==> src/rtl/iterative_multiplier_if.sv <==
// Register-file facing bus of the iterative multiplier: request side
// (start, operands, destination) and write-back side (busy, write port).
interface iterative_multiplier_if #(
  parameter int WIDTH  = 8,
  parameter int ADDR_W = 3
);
  logic              start;
  logic              op_high;
  logic [WIDTH-1:0]  operand_a;
  logic [WIDTH-1:0]  operand_b;
  logic [ADDR_W-1:0] dest_addr;
  logic              busy;
  logic [WIDTH-1:0]  write_data;
  logic [ADDR_W-1:0] write_addr;
  logic              write_enable;

  // Issuing side: drives requests, observes busy and the write port.
  modport master (
    output start, op_high, operand_a, operand_b, dest_addr,
    input  busy, write_data, write_addr, write_enable
  );

  // Multiplier side: accepts requests, drives busy and the write port.
  modport slave (
    input  start, op_high, operand_a, operand_b, dest_addr,
    output busy, write_data, write_addr, write_enable
  );
endinterface

==> src/rtl/iterative_multiplier.sv <==
// Shift-and-add unsigned multiplier, one multiplier bit per clock.
// A request is captured in IDLE, WIDTH iterations run in RUN, and the
// selected half of the 2*WIDTH-bit product is written back in DONE.
module iterative_multiplier #(
  parameter int WIDTH  = 8,
  parameter int ADDR_W = 3
) (
  input logic                  clk,
  input logic                  rst,
  iterative_multiplier_if.slave bus
);

  localparam int CNT_W = $clog2(WIDTH + 1);

  localparam logic [1:0] S_IDLE = 2'd0;
  localparam logic [1:0] S_RUN  = 2'd1;
  localparam logic [1:0] S_DONE = 2'd2;

  logic [1:0]         r_state;
  logic [CNT_W-1:0]   r_cnt;
  logic [2*WIDTH-1:0] r_acc;
  logic [WIDTH-1:0]   r_mcand;
  logic [WIDTH-1:0]   r_mplr;
  logic               r_op_high;
  logic [ADDR_W-1:0]  r_dest;
  logic               r_busy;
  logic               r_we;
  logic [WIDTH-1:0]   r_wdata;
  logic [ADDR_W-1:0]  r_waddr;

  logic [WIDTH:0]     w_sum;
  logic [2*WIDTH-1:0] w_acc_nxt;
  logic               w_last;

  // Picks the half of the full product requested by the instruction.
  function automatic logic [WIDTH-1:0] select_half(
    input logic [2*WIDTH-1:0] prod,
    input logic               hi
  );
    select_half = hi ? prod[2*WIDTH-1:WIDTH] : prod[WIDTH-1:0];
  endfunction

  // Conditional add into the upper half with carry kept, then the whole
  // {carry, accumulator} shifts right so no product bit is ever lost.
  always_comb begin
    w_sum     = {1'b0, r_acc[2*WIDTH-1:WIDTH]}
              + {1'b0, (r_mplr[0] ? r_mcand : {WIDTH{1'b0}})};
    w_acc_nxt = {w_sum, r_acc[WIDTH-1:1]};
    w_last    = (r_cnt == CNT_W'(WIDTH - 1));
  end

  // Control FSM plus datapath registers; every output comes from a flop.
  always_ff @(posedge clk or posedge rst) begin
    if (rst) begin
      r_state   <= S_IDLE;
      r_cnt     <= '0;
      r_acc     <= '0;
      r_mcand   <= '0;
      r_mplr    <= '0;
      r_op_high <= 1'b0;
      r_dest    <= '0;
      r_busy    <= 1'b0;
      r_we      <= 1'b0;
      r_wdata   <= '0;
      r_waddr   <= '0;
    end else begin
      case (r_state)
        S_IDLE: begin
          if (bus.start) begin
            r_mcand   <= bus.operand_a;
            r_mplr    <= bus.operand_b;
            r_op_high <= bus.op_high;
            r_dest    <= bus.dest_addr;
            r_acc     <= '0;
            r_cnt     <= '0;
            r_busy    <= 1'b1;
            r_state   <= S_RUN;
          end
        end
        S_RUN: begin
          r_acc  <= w_acc_nxt;
          r_mplr <= r_mplr >> 1;
          r_cnt  <= r_cnt + CNT_W'(1);
          // Last iteration: w_acc_nxt is the finished product, so the
          // write port is loaded on the same edge that enters DONE.
          if (w_last) begin
            r_wdata <= select_half(w_acc_nxt, r_op_high);
            r_waddr <= r_dest;
            r_we    <= (r_dest != '0);
            r_state <= S_DONE;
          end
        end
        S_DONE: begin
          r_we    <= 1'b0;
          r_busy  <= 1'b0;
          r_state <= S_IDLE;
        end
        default: begin
          r_we    <= 1'b0;
          r_busy  <= 1'b0;
          r_state <= S_IDLE;
        end
      endcase
    end
  end

  assign bus.busy         = r_busy;
  assign bus.write_data   = r_wdata;
  assign bus.write_addr   = r_waddr;
  assign bus.write_enable = r_we;

endmodule

==> src/flat_wrapper.sv <==
// flat-port wrapper written by rule: the top's interface ports become plain ports
module iterative_multiplier_flat 
#(
  parameter int WIDTH  = 8,
  parameter int ADDR_W = 3
)
  (clk, rst, bus_start, bus_op_high, bus_operand_a, bus_operand_b, bus_dest_addr, bus_busy, bus_write_data, bus_write_addr, bus_write_enable);
  iterative_multiplier_if #(.WIDTH(WIDTH), .ADDR_W(ADDR_W)) bus_i ();
  input logic clk;
  input logic rst;
  input wire logic [$bits(bus_i.start)-1:0] bus_start;
  input wire logic [$bits(bus_i.op_high)-1:0] bus_op_high;
  input wire logic [$bits(bus_i.operand_a)-1:0] bus_operand_a;
  input wire logic [$bits(bus_i.operand_b)-1:0] bus_operand_b;
  input wire logic [$bits(bus_i.dest_addr)-1:0] bus_dest_addr;
  output wire logic [$bits(bus_i.busy)-1:0] bus_busy;
  output wire logic [$bits(bus_i.write_data)-1:0] bus_write_data;
  output wire logic [$bits(bus_i.write_addr)-1:0] bus_write_addr;
  output wire logic [$bits(bus_i.write_enable)-1:0] bus_write_enable;
  assign bus_i.start = bus_start;
  assign bus_i.op_high = bus_op_high;
  assign bus_i.operand_a = bus_operand_a;
  assign bus_i.operand_b = bus_operand_b;
  assign bus_i.dest_addr = bus_dest_addr;
  assign bus_busy = bus_i.busy;
  assign bus_write_data = bus_i.write_data;
  assign bus_write_addr = bus_i.write_addr;
  assign bus_write_enable = bus_i.write_enable;
  iterative_multiplier #(.WIDTH(WIDTH), .ADDR_W(ADDR_W)) u_core (.clk(clk), .rst(rst), .bus(bus_i));
endmodule
==> config.mk <==
export PLATFORM = sky130hd
export DESIGN_NAME = iterative_multiplier_flat
export DESIGN_NICKNAME = d
export VERILOG_FILES = /design/src/rtl/iterative_multiplier_if.sv /design/src/rtl/iterative_multiplier.sv /design/src/flat_wrapper.sv
export SDC_FILE = /design/constraint.sdc
export NUM_CORES = 1
export LEC_CHECK = 0
export CORE_MARGIN = 2
export CORE_UTILIZATION = 62
export CTS_CLUSTER_SIZE = 14
export DETAILED_ROUTE_END_ITERATION = 12
export DONT_BUFFER_PORTS = 1
export PLACE_DENSITY = 0.79
export SYNTH_ARGS = -nofsm -noshare
export SYNTH_HDL_FRONTEND = slang
export SYNTH_SLANG_ARGS = --single-unit
==> constraint.sdc <==
create_clock -name clk -period 2.75 [get_ports clk]
set_clock_uncertainty 0.1 [all_clocks]
set_input_delay 0.55 -clock clk [delete_from_list [all_inputs] [get_ports clk]]
set_output_delay 0.55 -clock clk [all_outputs]
set_load 0.01 [all_outputs]
# --- After elaboration in Yosys (flattened, before gate mapping) ---
# Index checks and enable logic that the tools add are counted.
word_totals:
  input_bits: 23
  elab_cells: 43
  out_inout_bits: 13
  register_bits: 55
op_classes:
  n_reduce_logical: 9
  bitwise: 2
  addsub: 2
  eq_ne: 4
  n_mux: 15
op_table:
  columns: ["op", "count"]
  rows:
  - ["case mux 16 bit (2 select lines)", 1]
  - ["two-way mux 8 bit", 3]
  - ["two-way mux 16 bit", 1]
  - ["case mux 8 bit (2 select lines)", 1]
  - ["AND reduction 2 bit", 6]
  - ["adder 8 x 8 -> 9 bit", 1]
  - ["case mux 4 bit (2 select lines)", 1]
  - ["adder 4 x 1 -> 4 bit, second input constant", 1]
  - ["== test 4 x 3 -> 1 bit, second input constant", 1]
  - ["two-way mux 2 bit", 2]
  - ["two-way mux 4 bit", 1]
  - ["case mux 1 bit (2 select lines)", 2]
  - ["case mux 2 bit (2 select lines)", 1]
  - ["nonzero test 3 bit", 1]
  - ["== test 2 x 1 -> 1 bit, second input constant", 1]
  - ["zero test 2 bit", 1]
  - ["two-way mux 1 bit", 2]
  - ["inequality test 2 x 1 -> 1 bit, second input constant", 1]
  - ["inequality test 2 bit, second input constant", 1]
  - ["inverter 1 bit", 2]
  - ["nonzero test 2 bit", 1]

# --- Depth between registers and ports, before layout ---
# Gate-level depths: netlist of run 1.
logic_depth:
  ltp_word: 3
  mapped_depth: 8
  mapped_depth_nobuf: 8

# --- Worst setup path after synthesis of run 1 ---
# OpenSTA, ideal clock, no wires.
synth_timing:
  path_type: "flip-flop to flip-flop"
  start: "reg u_core.r_mplr[0]"
  end: "reg u_core.r_wdata[5] (netlist: u_core.bus.write_data[5])"
  t_arrival_ps: 1962
  stages_incl_launch_ff: 9
  setup_time_ps: 119
  required_time_ps: 2531
  slack_ps: 569
  n_path_buf: 0
  period_less_slack_ps: 2181
  path_cell_list: "dfrtp_1 and2_1 ha_1 fa_1 a21o_1 a221oi_2 xor2_1 o211ai_1 o21a_1"
synth_between:
  elab_chain_len: 3
synth_rtl:
  columns: ["item", "line_no", "rtl"]
  rows:
  - ["start, declared", "iterative_multiplier.sv:23", "logic [WIDTH-1:0] r_mplr;"]
  - ["start signal, assigned", "iterative_multiplier.sv:71", "r_mplr <= bus.operand_b;"]
  - ["start signal, assigned", "iterative_multiplier.sv:82", "r_mplr <= r_mplr >> 1;"]
  - ["two-way mux 8 bit", "iterative_multiplier.sv:47", "+ {1'b0, (r_mplr[0] ? r_mcand : {WIDTH{1'b0}})};"]
  - ["adder 8 x 8 -> 9 bit", "iterative_multiplier.sv:47", null]
  - ["two-way mux 8 bit", "iterative_multiplier.sv:40", "select_half = hi ? prod[2*WIDTH-1:WIDTH] : prod[WIDTH-1:0];"]
  - ["end signal, assigned", "iterative_multiplier.sv:87", "r_wdata <= select_half(w_acc_nxt, r_op_high);"]
  - ["end, declared", "iterative_multiplier.sv:28", "logic [WIDTH-1:0] r_wdata;"]
# Every way passes these cells.
# A chain may end at the register's enable or synchronous reset.

# --- Worst setup path in the final report of run 1 ---
layout_timing:
  start: "reg u_core.r_mplr[0]"
  end: "reg u_core.r_wdata[7] (netlist: u_core.bus.write_data[7])"
# Same word-level chain as after synthesis.

==> results of run 1 <==
state kept, by name, indices dropped and copies added (netlist names):
signal                   cells
u_core.r_mcand               8
u_core.r_mplr                8
u_core.r_state               2
u_core.bus.write_enable      1
u_core.r_op_high             1
u_core.bus.busy              1
u_core.r_dest                3
u_core.bus.write_addr        3
u_core.bus.write_data        8
u_core.r_acc                15
u_core.r_cnt                 4
cells in the final DEF, fill, tap and decap left out, drive strengths merged:
cell type | synthesis | final
inv | 4 | 4
nor3 | 3 | 3
o21ai | 14 | 14
a311oi | 2 | 2
nor2b | 1 | 1
mux2i | 2 | 2
nor2 | 21 | 21
buf | 3 | 6
ha | 9 | 9
clkbuf | 11 | 5
a21o | 3 | 3
clkinv | 0 | 2
a311o | 1 | 1
nand4 | 1 | 1
o211ai | 2 | 2
fa | 1 | 1
nand2 | 79 | 79
nand2b | 2 | 2
and3 | 1 | 1
xnor2 | 2 | 2
a31oi | 2 | 2
dfrtp | 54 | 54
bufinv | 0 | 1
nor3b | 1 | 1
o22ai | 8 | 8
and2 | 9 | 9
a21oi | 9 | 9
or3b | 1 | 1
and2b | 1 | 1
o21a | 1 | 1
xor2 | 4 | 4
a221oi | 2 | 2
o31ai | 1 | 1
nand3 | 20 | 20
metrics by stage:
step	cell area (um2)	total power, mW	cells	worst slack (ps)	util (%)
after global placement	2580	2.88	317	431	65.3
after global routing	2690	3.77	325	142	68.1
final	2690	3.46	325	294	68.1
after detailed placement	2580	2.93	317	391	65.3
after floorplan	2520	2.58	275	569	-
after CTS	2690	3.47	325	278	68.1
worst register-to-register path, cell delays in order (launching register included):
cell      delay (ps)
dfrtp_1          470
and2_1           180
ha_1             200
fa_1             420
a21o_1           210
a221oi_2         300
nor2b_1          110
nor3_1           230
o31ai_1          120
synthesized netlist by cell type, drive strengths merged:
library cell   n
nand2b         2
and3           1
a21o           3
nor2b          1
nor3           3
o21ai         14
a221oi         2
fa             1
a311o          1
buf            3
nor2          21
a311oi         2
nand3         20
inv            4
o31ai          1
o211ai         2
nand2         79
mux2i          2
o22ai          8
dfrtp         54
and2b          1
xnor2          2
xor2           4
nand4          1
ha             9
a21oi          9
o21a           1
nor3b          1
a31oi          2
clkbuf        11
and2           9
or3b           1
routing by layer:
metal	vias to the layer above	GRT usage (%)
li1	920	-
met1	884	36.9
met2	44	37.1
met3	4	5.33
met4	0	6.38
met5	-	0
final cells by class:
class / instances / area (um2)
Inverter: 4 / 15.0
Fill cell: 311 / 1260
Clock inverter: 3 / 40.0
Sequential cell: 54 / 1350
Multi-Input combinational cell: 203 / 1100
Timing Repair Buffer: 6 / 45.0
Clock buffer: 5 / 68.8
Tap cell: 50 / 62.6
logic make-up after synthesis:
logic type                 synth area share (%)
AOI/OAI and AO/OA                          11.5
xor gates and xnor gates                   2.09
adders and majority gates                  5.26
buffers and inverters                      2.83
DFF                                        53.6
muxes                                     0.794
and+or+nand+nor                            23.9
where the power goes:
group	total (mW)	switching [mW]	internal [mW]
clock network	0.516	0.248	0.268
logic	1.44	0.852	0.590
registers	1.50	0.329	1.17
total	3.46	1.43	2.03
final timing paths:
path | startpoint | to | slack (ps)
max | u_core.r_mplr[0] | u_core.bus.write_data[7] | 290
min | rst | u_core.r_mplr[7] | 190
max reg2reg | u_core.r_mplr[0] | u_core.bus.write_data[7] | 290
min reg2reg | u_core.r_mcand[0] | u_core.r_mcand[0] | 380
max in group asynchronous | rst | u_core.r_cnt[0] | 1910
min in group clk | bus_dest_addr[0] | u_core.r_dest[0] | 250
==> run_results.csv, run 1 <==
group,metric,value,unit
routing,wl_met3,226,um
placed_design,hpwl,3380,um
grt,track_usage,24.9,%
sta,hold_violations,0,
die,chipWidth,67.8,um
synth,ys_seq_area_share,53.6,%
clock_network,cts_root_buffer,"clkbuf_8",
clock_network,cts_setup_buffers,0,
synth,yosysUniqueCellTypes,33,
routing,postRouteAntennaNets,0,
synth,yosysWarnings,0,
finish,area_growth,6.55,%
sta,final-setup-viol-count,0,
routing,drt_iter0_drc,186,
clock_network,cts_sinks,54,
sta,fmax,0.407,GHz
die,num_rows,23,
synth,ys_ff_latch,54,
sta,tns,0,ps
synth,synth_area,0.00252,mm2
routing,drc,0,
routing,drt-total-wl,5030,um
setup_path,worstPathRequired,2830,ps
synth,synth_nets,308,
sta,rsz0062_at_grt,"no",
clock_network,h-tree-depth,2,
synth,synthTopCellsByArea,"dfrtp_1 54%, nand2_1 12%, ha_1 4.5%",
die,start_util,63.9,%
grt,grt_max_degree,55,
clock_network,holdBufCountCts,0,
synth,synth_top_cell_area_share,53.6,%
clock_network,clkTransAtPathRegs,90,ps
sta,hold_ws,188,ps
routing,met1_length,2420,um
grt,grt_first_pass_wirelength,8560,um
synth,synth_area_leader_cell,"dfrtp_1",
routing,firstDrtPassIters,4,
finish,antenna_cells,0,
finish,drive_gt1_share,7.27,%
status,status,"complete, no violations",
setup_path,cp.arrival,2540,ps
setup_path,critPathTopFamily,"compound AO/OA/AOI/OAI gates",
sta,drv_slew,0,
placed_design,portBuffers,0,
sta,fin_crit,2460,ps
clock_network,cts_resized,0,
routing,wire_per_inst,15.5,um
setup_path,end_kind,"register",
hold_path,hold_path.class,"in -> async",
sta,slew_headroom,56.3,%
finish,layout.nets,307,
setup_path,cp_cell_sequence,"and2_1 -> ha_1 -> fa_1 -> a21o_1 -> a221oi_2 -> nor2b_1 -> nor3_1 -> o31ai_1",
setup_path,reg2reg_depth,8,
clock_network,ctsLongestPathBuffers,2,
routing,topRoutingLayerUsed,"met4",
setup_path,path_buf_inv,0,
routing,viasPerCell,5.70,
die,pin_count,36,
flow_run,max_cap_violations,0,
die,die_area,0.00459,mm2
grt,gr-total-overflow,0,
power,leakage,1.34,nW
setup_path,startpoint_type,"register",
setup_path,slowest_delay,470,ps
synth,syn-instance-count,275,
setup_path,cp.depth,8,
die,die_y,67.8,um
setup_path,critPathMaxFanout,9,
power,peakVddDrop,0.607,mV
grt,first_global_vias,1804,
setup_path,cpMaxStageDelayCell,"dfrtp_1",
clock_network,cts_inserted_buffers,5,
routing,vias,1852,
routing,wl_met2,2350,um
die,core-area,0.00394,mm2
sta,worst-slew-pin-transition,655,ps
sta,min_period_over_period,89.3,%
setup_path,critical_path_class,"reg -> reg",
grt,grt_antenna_before_repair,0,
synth,syn_area_per_cell,9.16,um2
clock_network,cts_tree,"done",
clock_network,clk-insertion-delay-late,300,ps
power,power_density,1290,mW/mm2
placed_design,gp_congestion,0.898,
No activity file was read; power rests on OpenSTA's default activity.
==> run 2, diff against run 1 <==
CAP_MARGIN = 10   (was unset)
SKIP_CTS_REPAIR_TIMING = 1   (was unset)
==> results of run 2 <==
Same layout as run 1: the final DEF is identical, and so are final timing and power.
